[src/rtl/psram_pkg.sv]
// Types and constants shared by the PSRAM arbiter, game_loader and the PSRAM controller.
package psram_pkg;

  localparam int PSRAM_ADDR_W = 22;

  typedef enum logic [1:0] {
    IDLE     = 2'd0,
    ISSUE_RD = 2'd1,
    WAIT_RD  = 2'd2,
    ISSUE_WR = 2'd3
  } arb_state_t;

  typedef struct packed {
    logic                    write;
    logic [PSRAM_ADDR_W-1:0] addr;
    logic [7:0]              wdata;
  } psram_cmd_t;

endpackage

[src/rtl/psram_req_slot.sv]
// One-entry request holding register: fill when empty, free releases it.
module psram_req_slot #(
  parameter int ADDR_W = 22,
  parameter int DATA_W = 8,
  localparam int W = ADDR_W + DATA_W
) (
  input  logic         clk,
  input  logic         reset_n,
  input  logic         fill,
  input  logic [W-1:0] fill_payload,
  input  logic         free,
  output logic         busy,
  output logic [W-1:0] payload
);

  // free only ever arrives while occupied, so it wins over a fill attempt
  always_ff @(posedge clk) begin
    if (!reset_n) begin
      busy    <= 1'b0;
      payload <= '0;
    end else if (free) begin
      busy <= 1'b0;
    end else if (fill && !busy) begin
      busy    <= 1'b1;
      payload <= fill_payload;
    end
  end

endmodule

[src/rtl/psram_port_arbiter.sv]
// Shares the PSRAM command port between loader writes and console reads,
// console first with a starvation limit so loader writes still progress.
module psram_port_arbiter
  import psram_pkg::*;
#(
  parameter int ADDR_W       = PSRAM_ADDR_W,
  parameter int STARVE_LIMIT = 4,
  parameter int RD_TIMEOUT   = 255
) (
  input  logic              clk,
  input  logic              reset_n,
  input  logic              wr_req,
  input  logic [ADDR_W-1:0] wr_addr,
  input  logic [7:0]        wr_data,
  output logic              wr_busy,
  input  logic              rd_req,
  input  logic [ADDR_W-1:0] rd_addr,
  output logic              rd_busy,
  output logic [7:0]        rd_data,
  output logic              rd_valid,
  output logic              rd_overrun,
  output logic              rd_timeout,
  output logic              mem_cmd_valid,
  input  logic              mem_cmd_ready,
  output logic              mem_cmd_write,
  output logic [ADDR_W-1:0] mem_cmd_addr,
  output logic [7:0]        mem_cmd_wdata,
  input  logic              mem_rd_valid,
  input  logic [7:0]        mem_rd_data,
  output arb_state_t        dbg_state
);

  // Command handshake: a command transfers on the rising edge where
  // mem_cmd_valid & mem_cmd_ready are both 1; while valid is high and ready
  // low, write/addr/wdata are held unchanged.

  localparam logic [3:0] STARVE_MAX = 4'(STARVE_LIMIT);
  localparam logic [7:0] TO_LIM     = 8'(RD_TIMEOUT);

  arb_state_t          state;
  logic [3:0]          starve_cnt;
  logic [7:0]          to_cnt;
  logic [7:0]          to_next;
  logic                wr_fill;
  logic                rd_fill;
  logic                wr_free;
  logic                rd_free;
  logic                read_wins;
  logic [ADDR_W+7:0]   wr_payload;
  logic [ADDR_W-1:0]   rd_slot_addr;

  assign dbg_state = state;
  assign wr_fill   = wr_req && !wr_busy;
  assign rd_fill   = rd_req && !rd_busy;
  assign to_next   = to_cnt + 8'd1;

  // An incoming read strobe counts as pending so a console that re-requests
  // as soon as rd_busy drops keeps its priority; IDLE then waits one cycle
  // for the slot to fill instead of handing the port to the loader.
  always_comb begin
    read_wins = (rd_busy || rd_fill) && (!wr_busy || (starve_cnt < STARVE_MAX));
    wr_free   = (state == ISSUE_WR) && mem_cmd_ready;
    rd_free   = (state == WAIT_RD) && (mem_rd_valid || (to_next == TO_LIM));
  end

  psram_req_slot #(.ADDR_W(ADDR_W), .DATA_W(8)) u_wr_slot (
    .clk          (clk),
    .reset_n      (reset_n),
    .fill         (wr_fill),
    .fill_payload ({wr_addr, wr_data}),
    .free         (wr_free),
    .busy         (wr_busy),
    .payload      (wr_payload)
  );

  psram_req_slot #(.ADDR_W(ADDR_W), .DATA_W(0)) u_rd_slot (
    .clk          (clk),
    .reset_n      (reset_n),
    .fill         (rd_fill),
    .fill_payload (rd_addr),
    .free         (rd_free),
    .busy         (rd_busy),
    .payload      (rd_slot_addr)
  );

  always_ff @(posedge clk) begin
    if (!reset_n) begin
      state         <= IDLE;
      starve_cnt    <= 4'd0;
      to_cnt        <= 8'd0;
      mem_cmd_valid <= 1'b0;
      mem_cmd_write <= 1'b0;
      mem_cmd_addr  <= '0;
      mem_cmd_wdata <= 8'd0;
      rd_data       <= 8'd0;
      rd_valid      <= 1'b0;
      rd_overrun    <= 1'b0;
      rd_timeout    <= 1'b0;
    end else begin
      rd_valid <= 1'b0;
      if (rd_req && rd_busy) rd_overrun <= 1'b1;
      case (state)
        IDLE: begin
          if (read_wins) begin
            if (rd_busy) begin
              state         <= ISSUE_RD;
              mem_cmd_valid <= 1'b1;
              mem_cmd_write <= 1'b0;
              mem_cmd_addr  <= rd_slot_addr;
            end
          end else if (wr_busy) begin
            state         <= ISSUE_WR;
            mem_cmd_valid <= 1'b1;
            mem_cmd_write <= 1'b1;
            mem_cmd_addr  <= wr_payload[ADDR_W+7:8];
            mem_cmd_wdata <= wr_payload[7:0];
          end
        end
        ISSUE_RD: begin
          if (mem_cmd_ready) begin
            state         <= WAIT_RD;
            mem_cmd_valid <= 1'b0;
            to_cnt        <= 8'd0;
            if (wr_busy && (starve_cnt != 4'hF)) starve_cnt <= starve_cnt + 4'd1;
          end
        end
        ISSUE_WR: begin
          if (mem_cmd_ready) begin
            state         <= IDLE;
            mem_cmd_valid <= 1'b0;
            starve_cnt    <= 4'd0;
          end
        end
        WAIT_RD: begin
          if (mem_rd_valid) begin
            rd_data  <= mem_rd_data;
            rd_valid <= 1'b1;
            state    <= IDLE;
          end else if (to_next == TO_LIM) begin
            rd_timeout <= 1'b1;
            state      <= IDLE;
          end else begin
            to_cnt <= to_next;
          end
        end
        default: state <= IDLE;
      endcase
    end
  end

endmodule

[config.mk]
export PLATFORM = sky130hd
export DESIGN_NAME = psram_port_arbiter
export DESIGN_NICKNAME = d
export VERILOG_FILES = /design/src/rtl/psram_pkg.sv /design/src/rtl/psram_req_slot.sv /design/src/rtl/psram_port_arbiter.sv
export SDC_FILE = /design/constraint.sdc
export NUM_CORES = 1
export LEC_CHECK = 0
export ABC_AREA = 1
export CORE_MARGIN = 5
export CORE_UTILIZATION = 53
export DETAILED_ROUTE_END_ITERATION = 16
export GPL_ROUTABILITY_DRIVEN = 0
export GPL_TIMING_DRIVEN = 0
export HOLD_SLACK_MARGIN = 0.12
export PLACE_DENSITY_LB_ADDON = 0.1
export SLEW_MARGIN = 10
export SYNTH_ARGS = -nofsm -noshare
export SYNTH_HDL_FRONTEND = slang
export SYNTH_SLANG_ARGS = --single-unit
[constraint.sdc]
create_clock -name clk -period 4.3 [get_ports clk]
set_input_delay 1.075 -clock clk [delete_from_list [all_inputs] [get_ports clk]]
set_output_delay 1.075 -clock clk [all_outputs]
set_load 0.005 [all_outputs]
# --- After elaboration in Yosys (flattened, before gate mapping) ---
# Index checks and enable logic that the tools add are counted.
op_classes:
  addsub: 2
  n_lt_le_gt_ge: 1
  eq_ne: 15
  mux: 27
  n_bitwise: 5
  n_reduce_logical: 33
op_table:
  columns: ["operator", "n"]
  rows:
  - ["2-to-1 mux 22 bit", 3]
  - ["2-to-1 mux 8 bit", 3]
  - ["case mux 8 bit (2 select lines)", 1]
  - ["2-to-1 mux 2 bit", 7]
  - ["2-to-1 mux 4 bit", 3]
  - ["AND reduction 4 bit", 3]
  - ["inequality test 2 bit (second input constant)", 5]
  - ["logical AND 1 bit", 9]
  - ["inequality test 3 x 2 -> 1 bit (second input constant)", 3]
  - ["AND reduction 3 bit", 3]
  - ["adder 8 x 1 -> 8 bit (second input constant)", 1]
  - ["== test 8 bit (second input constant)", 1]
  - ["case mux 2 bit (4 select lines)", 1]
  - ["case mux 4 bit (2 select lines)", 1]
  - ["AND reduction 2 bit", 4]
  - ["nonzero test 2 bit", 4]
  - ["2-to-1 mux 1 bit", 7]
  - ["OR reduction 2 bit", 3]
  - ["inverter 1 bit", 5]
  - ["AND reduction 5 bit", 1]
  - ["adder 4 x 1 -> 4 bit (second input constant)", 1]
  - ["== test 2 bit (second input constant)", 2]
  - ["less-than comparator 4 x 3 -> 1 bit (second input constant)", 1]
  - ["inequality test 2 x 1 -> 1 bit (second input constant)", 2]
  - ["other kinds (6)", 9]
totals:
  ff_bits: 111
  out_inout_bits: 47
  wordCells: 98

# --- Longest topological paths before layout ---
# Gate-level depths: netlist of run 1.
logic_depth:
  word_depth: 6
  mapped_depth: 13

# --- Hierarchy ---
# From an unflattened synthesis of run 1, not the netlist that was laid out.
hier_totals:
  cells_unflattened: 751
  hier_area_um2: 5048.6
modules_own_cells:
  columns: ["mod", "n_inst", "cells_each", "area_each_um2"]
  rows:
  - ["psram_port_arbiter", 1, 414, 2841.5]
  - ["psram_req_slot at u_wr_slot", 1, 194, 1253.7]
  - ["psram_req_slot at u_rd_slot", 1, 143, 953.4]

# --- Least setup slack after synthesis of run 1 ---
# OpenSTA, ideal clock, no wires.
synth_timing:
  path_kind: "input port to flip-flop"
  from: "in rd_req"
  to: "reg mem_cmd_addr[15]"
  setup_time_ns: 0.132
  arrival_time_ns: 2.020
  t_required_ns: 4.168
  path_slack_ns: 2.147
  cell_stages: 8
  cell_sequence: "inv_1 -> nor2_1 -> o21ai_2 -> inv_2 -> buf_2 -> nand2_1 -> o211ai_1 -> a21oi_1"
synth_via:
  elab_chain_cells: 5
synth_rtl:
  columns: ["element", "line_no", "source"]
  rows:
  - ["from (decl)", "psram_port_arbiter.sv:16", "input logic rd_req,"]
  - ["logical AND 1 bit (*)", "psram_port_arbiter.sv:54", "assign rd_fill = rd_req && !rd_busy;"]
  - ["logical OR 1 bit (*)", "psram_port_arbiter.sv:61", "read_wins = (rd_busy || rd_fill) && (!wr_busy || (starve_cnt < STARVE_MAX));"]
  - ["logical AND 1 bit (*)", "psram_port_arbiter.sv:61", null]
  - ["inequality test 2 x 1 -> 1 bit (no line) / nonzero test 2 bit (equally long branches)", null, null]
  - ["AND reduction 3 bit (no line)", null, null]
  - ["to (signal assigned)", "psram_port_arbiter.sv:109", "mem_cmd_addr <= rd_slot_addr;"]
  - ["to (signal assigned)", "psram_port_arbiter.sv:115", "mem_cmd_addr <= wr_payload[ADDR_W+7:8];"]
  - ["to (decl)", "psram_port_arbiter.sv:26", "output logic [ADDR_W-1:0] mem_cmd_addr,"]
# Mark *: on every way between the ends. The rest lies on a longest branch, timed or not.
# A chain may end at the register's enable or synchronous reset.

# --- Final worst setup path of run 1 ---
layout_timing:
  from: "in rd_req"
  to: "reg mem_cmd_addr[9]"
# The elaborated chain is that of the path after synthesis.

==> results.yml, run 1 <==
setup_path:
  worstRegToRegCells: 11
  critPathTopFamily: "buffers and inverters"
  crit_buf_inv: 4
  cp-end-kind: "flip-flop"
  cpMaxStageDelayCell: "clkdlybuf4s50_1"
  regToRegSetupSlack_ps: 2290
  path_cells: "clkdlybuf4s50_1 -> inv_1 -> nor2_1 -> o21ai_2 -> inv_2 -> buf_2 -> nand2_1 -> o211ai_1 -> a21oi_1"
  worstPathArrival_ps: 2890
  r2r_start: "to_cnt[1]"
  r2r-end: "u_rd_slot.payload[20]"
  start_kind: "input port"
  required_ps: 4560
  path_max_fanout: 10
  critPathMaxStageDelay_ps: 500
  worstSetupPathType: "input port to flip-flop"
final_layout:
  layout.nets: 841
  final_cell_area_um2: 6060
  layout.cells.non_filler: 884
  antenna_cells: 0
  syn_to_final_growth_pct: 30.7
  drive_above_1_share_pct: 5.28
clock_network:
  cts_setup_buffers: 0
  cts_resized: 0
  htree_levels: 3
  clock_sinks: 111
  cts_made_buffers: 9
  ctsHoldBuffers: 0
  path_clk_slew_ps: 120
  cts-root-buf: "clkbuf_8"
  tritoncts: "yes"
  clock_path_buffers: 2
  clkLatencyLatePin_ps: 380
sta:
  fmax_mhz: 381
  finClkSkew_ps: 15.1
  rsz0062_at_grt: "no"
  period_share_pct: 61.0
  hold_viol: 0
  maxSlewHeadroom_pct: 61.4
  tightest_slew_ps: 579
  finalSetupTns_ps: 0
  finalCriticalPeriod_ps: 2620
  slew_violations: 0
  setup-violations-final: 0
place:
  post-dp-hpwl_mm: 9.01
  io_buffer_count: 111
  dp.cells: 869
  place_area_um2: 5890
worst_hold_path:
  min_from: "rd_timeout"
  whs_path_depth: 2
  hold_path_end: "rd_timeout"
  hold_class: "flip-flop to flip-flop"
drt:
  drc: 0
  wl_mm: 12.1
  viasPerCell: 5.05
  drtAntennaViolNets: 0
  drt_first_pass_iters: 4
  drt-initial-drc-count: 143
  num_vias: 4465
  routedWlPerCell_um: 13.7
yosys:
  synth_warnings: 0
  synth_area_leaders: "dfxtp_1, nand2_1, nor2_1"
  syn_inst: 650
  async_flop_share_pct: 0
  synth_nets: 719
  syn_area_um2: 4640
  synth_edf_count: 0
  synth.largest_area_cell: "dfxtp_1"
  synth_commonest_cells: "nand2_1, nor2_1, dfxtp_1"
  synth_top_area_share_pct: 47.9
  ys_seq_area_share_pct: 47.9
  yosysMostFrequentCell: "nand2_1"
  ys_types: 26
  syn_avg_cell_area_um2: 7.14
  synth-seq-cells: 111
  synthFlopType: "dfxtp_1"
global_routing:
  grt_pass1_vias: 4463
  antenna_found_initial: 0
  grt_max_degree: 20
  track_usage_pct: 22.5
  grt_pass1_wl_mm: 20.3
  overflow: 0
outcome:
  status: "finished clean"
power_and_ir_drop:
  p_leak_nw: 2.51
  p_per_area_nw_per_um2: 416
  max-vdd-ir-drop_v: 0.000266
  power_mw: 2.53
floorplanning:
  dieArea_um2: 10700
  core-area_um2: 8640
  die_w_um: 104
  io_pins: 113
  die_h_um: 104
  num_rows: 34
  start_util_pct: 53.7
flow_run:
  maxCapViolCount: 0
-- worst max path at each step --
stage / start / to / depth (start not counted)
after floorplan: rd_req / mem_cmd_addr[15] / 8
after global placement: rd_req / mem_cmd_addr[9] / 9
after detailed placement: rd_req / mem_cmd_addr[9] / 9
after CTS: rd_req / mem_cmd_addr[17] / 9
after global routing: rd_req / mem_cmd_addr[9] / 9
final: rd_req / mem_cmd_addr[9] / 9
-- stage by stage --
stage	util [%]	setup slack, ps	hold slack, ps
4_1_cts	70.2	1680	462
6_report	70.2	1680	460
3_5_place_dp	68.2	1280	447
3_3_place_gp	68.2	1300	438
2_1_floorplan	-	2150	447
5_1_grt	70.2	1480	485
-- sequential cells by signal, summed over array words and instances, names as in the netlist --
register           count
mem_cmd_write          1
rd_overrun             1
u_wr_slot.busy         1
mem_cmd_addr          22
u_wr_slot.payload     30
starve_cnt             4
rd_data                8
mem_cmd_wdata          8
rd_valid               1
u_rd_slot.busy         1
rd_timeout             1
u_rd_slot.payload     22
dbg_state              2
mem_cmd_valid          1
to_cnt                 8
-- cell type report --
class / count / area, um2
flip-flops and latches: 111 / 2220
clock buffers: 9 / 124
inverters: 54 / 203
fillers: 749 / 2570
repair buffers: 111 / 1110
clock inverters: 6 / 55.1
plain buffers: 33 / 165
multi-input cells: 452 / 2050
well taps: 108 / 135
-- cells in the final DEF, fill, tap and decap left out, drive strengths merged --
cell,synthesis,final
a211oi,1,1
clkinv,0,2
xor2,2,2
ha,3,3
o21ai,37,37
nand4,8,8
o211ai,22,22
dfxtp,111,111
nand2,160,160
nor3,2,2
a31oi,1,1
nor2,138,138
inv,54,57
buf,13,13
clkinvlp,0,1
nand3,30,30
clkdlybuf4s50,0,111
o211a,1,1
a21oi,47,47
clkbuf,20,29
-- routing by layer --
metal	vias to the layer above	GRT usage, %	part of all wire, %
li1	2303	-	-
met1	2026	26.9	43
met2	114	39.3	51
met3	22	5.22	4.8
met4	0	8.15	1.7
met5	-	0	0
-- power by group --
part	switching (mW)	total (mW)	internal (mW)
combinational	0.396	0.702	0.306
clock	0.370	0.588	0.218
sequential	0.0825	1.23	1.15
total	0.849	2.53	1.68
-- cells by family (layout without fill, tap and decap cells) --
group | Yosys count | in the layout | share of synthesized area [%]
AND/OR/NAND/NOR | 338 | 338 | 29.8
flip-flops | 111 | 111 | 47.9
AO/OA/AOI/OAI | 109 | 109 | 13.2
buffers and inverters | 87 | 213 | 7.93
adder cells (fa/ha/maj) | 3 | 3 | 0.809
XOR/XNOR | 2 | 2 | 0.378
-- worst reg2reg max path, delay by kind of cell, from the launching register on --
family / cells / cell delay (ps)
simple gates: 8 / 880
flops: 1 / 430
fa+ha+maj: 1 / 270
compound gates: 1 / 180
buf+inv: 1 / 170
No activity file was read; power rests on OpenSTA's default activity.
==> inputs of run 2 (changes only) <==
--- a/config.mk
+++ b/config.mk
@@ -7,7 +7,7 @@
 export LEC_CHECK = 0
 export ABC_AREA = 1
 export CORE_MARGIN = 5
-export CORE_UTILIZATION = 53
+export CORE_UTILIZATION = 45
 export DETAILED_ROUTE_END_ITERATION = 16
 export GPL_ROUTABILITY_DRIVEN = 0
 export GPL_TIMING_DRIVEN = 0
==> constraint.sdc (replaced) <==
create_clock -name clk -period 2.3 [get_ports clk]
set_input_delay 0.575 -clock clk [delete_from_list [all_inputs] [get_ports clk]]
set_output_delay 0.575 -clock clk [all_outputs]
set_load 0.005 [all_outputs]
==> run 2 against run 1 <==
- sequential share of layout area fell by 0.17 points
- final cell count up 3.1%
- flip-flop and latch count unchanged
- utilization down 10 points
- first-iteration DRC count increased by 20%
- critical path depth decreased by 1
- die area is 16% higher
- worst hold slack improved by 9.4 ps
- count of clock-buffer cells in the layout did not move
- combinational power increased by 87%
- global-route usage is 3.4 points lower
- power grew 85%
- highest routed layer unchanged
==> results.yml, run 2 (same netlist as run 1, synthesis figures left out) <==
setup_path:
  crit_buf_inv: 4
  path_max_fanout: 10
  start_kind: "input port"
  worstPathArrival_ps: 2270
  regToRegSetupSlack_ps: 270
  critPathMaxStageDelay_ps: 450
  cp-end-kind: "flip-flop"
  r2r_start: "to_cnt[1]"
  critPathTopFamily: "buffers and inverters"
  path_cells: "clkdlybuf4s50_1 -> inv_1 -> nor2_2 -> o21ai_2 -> inv_2 -> buf_2 -> o211ai_1 -> a21oi_1"
  crit_start: "rd_req"
  worstSetupPathType: "input port to flip-flop"
  cpMaxStageDelayCell: "clkdlybuf4s50_1"
  required_ps: 2530
power_and_ir_drop:
  p_int_mw: 3.13
  p_per_area_nw_per_um2: 768
  power_mw: 4.68
  p_leak_nw: 2.51
  combPwrFrac_pct: 28.1
  pwr-share-seq_pct: 49.3
  power_frac_clock_pct: 22.7
  max-vdd-ir-drop_v: 0.000389
  power_switching_mw: 1.55
  p_sw_share_pct: 33.2
clock_network:
  cts_setup_buffers: 0
  clock_sinks: 111
  clock_path_buffers: 2
  tritoncts: "yes"
  path_clk_slew_ps: 100
  cts_made_buffers: 9
  cts-root-buf: "clkbuf_8"
  htree_levels: 3
  clkLatencyLatePin_ps: 370
flow_run:
  maxCapViolCount: 0
final_layout:
  layout.nets: 841
  top_register: "u_wr_slot.payload"
  drive_above_1_share_pct: 5.29
  largest_registers: "u_wr_slot.payload x30, mem_cmd_addr x22, u_rd_slot.payload x22"
  final_cell_mix: "nand2_1, nor2_1, dfxtp_1, clkdlybuf4s50_1, inv_1"
  antenna_cells: 0
  final_common_cell: "nand2_1"
  layout.cells.non_filler: 911
  largest_reg_flops: 30
  syn_to_final_growth_pct: 31.3
  fin_util_pct: 59.8
  fill_cells: 984
floorplanning:
  dieArea_um2: 12400
  start_util_pct: 45.6
  die_h_um: 112
  num_rows: 37
  core-area_um2: 10200
  io_pins: 113
  die_w_um: 112
global_routing:
  track_usage_pct: 19.2
  overflow: 0
  grt_max_degree: 19
  antenna_found_initial: 0
  grt_pass1_vias: 4299
  grt_pass1_wl_mm: 19.9
sta:
  hold_viol: 0
  finClkSkew_ps: 20.3
  setup-violations-final: 0
  rsz0062_at_grt: "no"
  maxSlewHeadroom_pct: 62.0
  fmax_mhz: 491
  finalWorstSetupSlack_ps: 262
  tightest_slew_ps: 567
  slew_violations: 0
  period_share_pct: 88.6
  finalCriticalPeriod_ps: 2040
  finalSetupTns_ps: 0
place:
  preCtsSetupSlack_ps: -257
  dp.cells: 897
  post-dp-hpwl_mm: 8.92
  io_buffer_count: 111
drt:
  routedWlPerCell_um: 13.1
  wl_mm: 11.9
  drc: 0
  drtAntennaViolNets: 0
  drt_first_pass_iters: 4
  drt-initial-drc-count: 172
  viasPerCell: 4.84
  num_vias: 4408
worst_hold_path:
  min_from: "mem_cmd_wdata[5]"
  hold_class: "flip-flop to flip-flop"
outcome:
  status: "finished clean"
run 2: repair_timing:
| item | in CTS | in global routing |
|---|---|---|
| gates resized for setup | 0 | 1 |
| hold buffers | 0 | 0 |
| endpoints found under the setup margin | 0 | 3 |
run 2: tightest hold or removal path: stages, from the launching register on:
cell,delay [ps]
dfxtp_1,330
nand2_1,60
a21oi_1,50
run 2: worst paths after layout:
check | endpoint | cells after the start
max | mem_cmd_addr[18] | 8
min | mem_cmd_wdata[5] | 2
max reg2reg | u_rd_slot.payload[20] | 11
min reg2reg | mem_cmd_wdata[5] | 2
run 2: layer usage:
layer | track usage (%) | up-vias | share of wire, %
li1 | - | 2319 | -
met1 | 24.0 | 1983 | 46
met2 | 33.5 | 92 | 48
met3 | 4.08 | 14 | 4.1
met4 | 4.95 | 0 | 1.6
met5 | 0 | - | 0
run 2: power groups by stage:
stage / logic, mW / clock network (mW) / registers [mW]
detailed placement: 1.32 / 0 / 2.35
global route: 1.49 / 1.15 / 2.33
CTS: 1.32 / 1.09 / 2.30
floorplan: 0.798 / 0 / 2.33
global placement: 1.30 / 0 / 2.34
finish: 1.31 / 1.06 / 2.31
run 2: layout make-up:
type	instances	area [um2]	area share, %
Buffer	33	165	2.71
Clock buffer	9	124	2.03
Clock inverter	5	45.0	0.739
Inverter	54	203	3.33
Multi-Input combinational cell	452	2050	33.7
Sequential cell	111	2220	36.5
Tap cell	136	170	2.79
Timing Repair Buffer	111	1110	18.2
run 2: metrics by stage:
stage | instance area [um2] | hold slack, ps
global placement | 5920 | 439
detailed placement | 5920 | 456
CTS | 6090 | 471
finish | 6090 | 470
global route | 6090 | 483
floorplan | 4640 | 447
